`config.mk`:
```
export PLATFORM = sky130hd
export DESIGN_NAME = alu_arbiter
export DESIGN_NICKNAME = d
export VERILOG_FILES = /design/src/rtl/alu_arbiter.sv
export SDC_FILE = /design/constraint.sdc
export NUM_CORES = 1
export LEC_CHECK = 0
export ABC_AREA = 1
export CAP_MARGIN = 10
export CORE_AREA = 2 2 120 122
export CTS_BUF_LIST = sky130_fd_sc_hd__clkbuf_8
export CTS_CLUSTER_DIAMETER = 30
export DETAILED_ROUTE_END_ITERATION = 16
export DIE_AREA = 0 0 122 124
export GPL_ROUTABILITY_DRIVEN = 0
export GPL_TIMING_DRIVEN = 0
export PLACE_DENSITY = 0.84
export SLEW_MARGIN = 20
export SYNTH_ARGS = -nofsm -noshare
export SYNTH_HDL_FRONTEND = slang
export SYNTH_SLANG_ARGS = --single-unit
export TNS_END_PERCENT = 5
```
`constraint.sdc`:
```
create_clock -name i_clk -period 3.45 [get_ports i_clk]
set_clock_uncertainty 0.2 [all_clocks]
set_input_delay 0.345 -clock i_clk [delete_from_list [all_inputs] [get_ports i_clk]]
set_output_delay 0.345 -clock i_clk [all_outputs]
set_load 0.05 [all_outputs]
```
`src/rtl/alu_arbiter.sv`:
```
// Two-requester arbiter sharing one ALU: one operation in flight, registered ALU inputs, per-port response channels.
// Optional build macro ALU_ARB_FIXED_PRIO_EN replaces round-robin with fixed priority (requester 0 wins ties).
module alu_arbiter (
  input  logic        i_clk,
  input  logic        i_rst_n,
  input  logic        i_req0_valid,
  output logic        o_req0_ready,
  input  logic [31:0] i_req0_operandA,
  input  logic [31:0] i_req0_operandB,
  input  logic [3:0]  i_req0_aluOp,
  input  logic        i_req1_valid,
  output logic        o_req1_ready,
  input  logic [31:0] i_req1_operandA,
  input  logic [31:0] i_req1_operandB,
  input  logic [3:0]  i_req1_aluOp,
  output logic        o_rsp0_valid,
  input  logic        i_rsp0_ready,
  output logic [31:0] o_rsp0_data,
  output logic        o_rsp1_valid,
  input  logic        i_rsp1_ready,
  output logic [31:0] o_rsp1_data,
  output logic [31:0] o_aluOperandA,
  output logic [31:0] o_aluOperandB,
  output logic [3:0]  o_aluOp,
  input  logic [31:0] i_aluData
);

  typedef enum logic [1:0] {IDLE, EXEC, RESP} state_t;

  state_t      state;
  state_t      state_nxt;
  logic        grant0;
  logic        grant1;
  logic        accept;
  logic        owner;
  logic [31:0] result;
  logic        rsp_done;

`ifdef ALU_ARB_FIXED_PRIO_EN
  always_comb begin
    grant0 = i_req0_valid;
    grant1 = i_req1_valid & ~i_req0_valid;
  end
`else
  logic last_grant;

  // On a tie the requester not granted last wins; last_grant=1 lets requester 0 win first
  always_comb begin
    grant0 = i_req0_valid & (~i_req1_valid | last_grant);
    grant1 = i_req1_valid & (~i_req0_valid | ~last_grant);
  end

  always_ff @(posedge i_clk or negedge i_rst_n) begin
    if (!i_rst_n)
      last_grant <= 1'b1;
    else if (accept)
      last_grant <= o_req1_ready;
  end
`endif

  assign o_req0_ready = (state == IDLE) & grant0;
  assign o_req1_ready = (state == IDLE) & grant1;
  assign accept       = o_req0_ready | o_req1_ready;

  assign o_rsp0_valid = (state == RESP) & ~owner;
  assign o_rsp1_valid = (state == RESP) & owner;
  assign o_rsp0_data  = result;
  assign o_rsp1_data  = result;
  assign rsp_done     = (o_rsp0_valid & i_rsp0_ready) | (o_rsp1_valid & i_rsp1_ready);

  always_ff @(posedge i_clk or negedge i_rst_n) begin
    if (!i_rst_n)
      state <= IDLE;
    else
      state <= state_nxt;
  end

  always_comb begin
    state_nxt = state;
    case (state)
      IDLE:    if (accept) state_nxt = EXEC;
      EXEC:    state_nxt = RESP;
      RESP:    if (rsp_done) state_nxt = IDLE;
      default: state_nxt = IDLE;
    endcase
  end

  // ALU input registers keep the last accepted operation until the next acceptance
  always_ff @(posedge i_clk or negedge i_rst_n) begin
    if (!i_rst_n) begin
      o_aluOperandA <= '0;
      o_aluOperandB <= '0;
      o_aluOp       <= '0;
      owner         <= 1'b0;
    end else if (accept) begin
      o_aluOperandA <= o_req1_ready ? i_req1_operandA : i_req0_operandA;
      o_aluOperandB <= o_req1_ready ? i_req1_operandB : i_req0_operandB;
      o_aluOp       <= o_req1_ready ? i_req1_aluOp    : i_req0_aluOp;
      owner         <= o_req1_ready;
    end
  end

  always_ff @(posedge i_clk or negedge i_rst_n) begin
    if (!i_rst_n)
      result <= '0;
    else if (state == EXEC)
      result <= i_aluData;
  end

endmodule

```
==> summary.md <==
| Metric | Value |
|---|---|
| Register area share after synthesis | `45.89%` |
| Die outline height | `124 um` |
| RSZ-0062 raised after global routing | `no` |
| CP Capture Type | `output pin` |
| P_leak | `4.831 nW` |
| Setup TNS | `0 ps` |
| Yosys cell types | `21` |
| HP Class | `in2async` |
| Routed vias/inst | `4.769` |
| Largest net degree at the start of global routing | `59` |
| Post-route ant nets | `0` |
| # fillers | `1147` |
| Crit-path max FO | `10` |
| Total CTS buffers | `9` |
| Ys async rst share | `100.0%` |
| Crit path launch type | `flip-flop` |
| Fin util | `67.35%` |
| Worst slew margin | `61.27%` |
| Post-Place Cells | `1271` |
| R2R cell count | `7` |
| H-Tree Depth | `3` |
| DR pass1 iterations | `5` |
| Setup slack at placement | `560.4 ps` |
| I/O pin cnt | `310` |
| Core area | `13720 um^2` |
| Worst slew pin tran | `579.1 ps` |
| Post-synthesis adder-cell area fraction | `0%` |
| Initial Util | `41.36%` |
| Worst-path clk slew | `100 ps` |
| Initial DRC count | `371` |
| YS warnings | `0` |
| Routed wire length | `19890 um` |
| Vias in the first global route | `5907` |
| Synth Cell Area | `5674 um^2` |
| Slew Limit Fails | `0` |
| Syn Inst Count | `782` |
| Top-count cell post-synth | `nand2_1` |
| WL/cell | `15.44 um` |
| Area grow syn2layout | `62.84%` |
| Post-route minimum period | `2919 ps` |
| TritonCTS clock tree | `done` |
| First-pass GRT wire length | `30250 um` |
| Ys flop type | `dfrtp_1` |
| Ratio of cells with drive above 1 in the final layout | `8.303%` |
| Final HPWL DP | `15360 um` |
| GRT Total Usage | `25.85%` |
| Mux contribution to synthesized area | `0%` |
| PostCTS Resize Cnt | `0` |
| Via count | `6142` |
| CP required | `2900 ps` |
| Biggest area consumer among synthesized cells | `dfrtp_1` |
| Diodes inserted | `0` |
| CTS root buffer | `clkbuf_8` |
| Placed cell areas | `9011 um^2` |
| Port bufs | `308` |
| Status | `completed` |
| Crit path setup slack, layout | `530.6 ps` |
| XOR/XNOR Fraction of Synth Area | `0%` |
| Core Rows | `43` |
| Later-pin clock latency in the skew report | `370 ps` |
| Post-Layout Cell Count | `1288` |
| Hold Slack | `272.9 ps` |
| FF+latch count, synth | `104` |
| CP Class | `reg2out` |
| Average cell area after synthesis | `7.256 um^2` |
| Area fraction in compound gates after synthesis | `0.5954%` |
| Pwr/cell area | `1090 nW/um^2` |
| Most frequent cells after synthesis | `nand2_1, inv_1, dfrtp_1, nand3_1, nand4_1` |
| Most area-consuming cells after synthesis | `dfrtp_1, nand2_1, inv_1` |
| Worst Path Arrival | `2370 ps` |
| Largest family of logic cells by synthesized area | `simple AND/OR/NAND/NOR gates` |
| Max Cap Violations | `0` |
| Seq. cell area | `2604 um^2` |
| Gr ovfl total | `0` |
| Simple-gate portion of the synthesized area | `35.24%` |
| CTS Sinks | `104` |
| Maximum VDD drop | `0.0005632 V` |
| Design area | `9240 um^2` |
| Multi-input gate area | `2033 um^2` |
| Final hold violation count | `0` |
| Fmax | `342.5 MHz` |
| Final Cycle Share | `84.62%` |
| Final setup vio count | `0` |
| DRC violations left | `0` |
| Number of nets in the layout | `1277` |
| Clock Path Buffers | `2` |
| Tot Pwr | `10.07 mW` |
| Syn_nets | `956` |
| DIE AREA | `15130 um^2` |
| Initial antenna violation count | `0` |
| Die W | `122 um` |
| Yosys top cell area share | `45.42%` |
| EDFF count, synth | `0` |
layer usage:
metal	global-route usage (%)	wire length (um)	share of wire, %	up-vias
met4	12.79	935	4.7	0
met5	0	0	0	-
met2	43.75	9572	48	285
met1	30.83	7706	39	2773
met3	6.273	1670	8.4	61
li1	-	-	-	3023
critical path, stage by stage, from the launching register on:
cell,delay (ps)
dfrtp_1,390
buf_6,140
nor2_8,160
buf_2,250
nand2_1,70
a21oi_1,110
clkdlybuf4s50_1,870
state kept, by name, indices dropped and copies added (netlist names):
| name | count |
|---|---|
| owner | 1 |
| last_grant | 1 |
| o_aluOperandA | 32 |
| o_rsp0_data | 32 |
| state | 2 |
| o_aluOp | 4 |
| o_aluOperandB | 32 |
final timing paths:
path	startpoint	to	slack (ps)
setup / recovery	state[0]	o_req0_ready	530
hold / removal	i_rst_n	o_rsp0_data[25]	270
setup reg to reg	state[0]	o_aluOperandA[25]	1780
hold reg to reg	o_aluOperandA[27]	o_aluOperandA[27]	290
max in group asynchronous	i_rst_n	last_grant	2090
min in group i_clk	o_aluOperandA[27]	o_aluOperandA[27]	290
power breakdown:
group | leakage (nW) | internal [mW] | total, mW | switching [mW]
logic | 3.45 | 2.32 | 6.96 | 4.65
registers | 1.27 | 1.84 | 2.25 | 0.411
clock network | 0.110 | 0.410 | 0.859 | 0.449
cell type report:
class / instances / share of cell area, %
plain buffers: 85 / 5.457
clock buffers: 9 / 1.341
clock inverters: 7 / 1.029
inverters: 142 / 5.768
multi-input cells: 451 / 22.00
flip-flops and latches: 104 / 28.18
well taps: 180 / 2.437
repair buffers: 310 / 33.78
cells in the final DEF, fill, tap and decap left out:
cell type,count
nand3_2,1
nand2_1,274
buf_4,38
o21ai_1,1
o21ai_4,1
inv_6,1
nand2_2,1
clkinv_4,1
bufinv_16,2
clkdlybuf4s50_1,307
nor2_1,1
nor2_8,1
clkbuf_8,9
dfstp_2,1
nand3_1,100
buf_1,1
inv_2,2
buf_6,2
dfrtp_1,103
clkinv_2,2
buf_2,28
buf_16,1
dlygate4sd3_1,1
a21oi_1,1
nor3_1,1
o211ai_1,1
nand4_1,68
clkbuf_1,17
inv_1,140
clkinvlp_4,1
cell families (layout without fill, tap and decap cells):
| family | count (synthesis) | count (layout) |
|---|---|---|
| buf+inv | 227 | 553 |
| simple gates | 447 | 447 |
| compound gates | 4 | 4 |
| flops | 104 | 104 |
repair_timing:
| item | CTS | global route |
|---|---|---|
| hold buffers | 1 | 0 |
| endpoints found under the hold margin | 46 | 0 |
| setup endpoints to repair | 0 | 0 |
| buffers inserted | 0 | 0 |
Note: power is estimated with default switching activity, not from simulation.
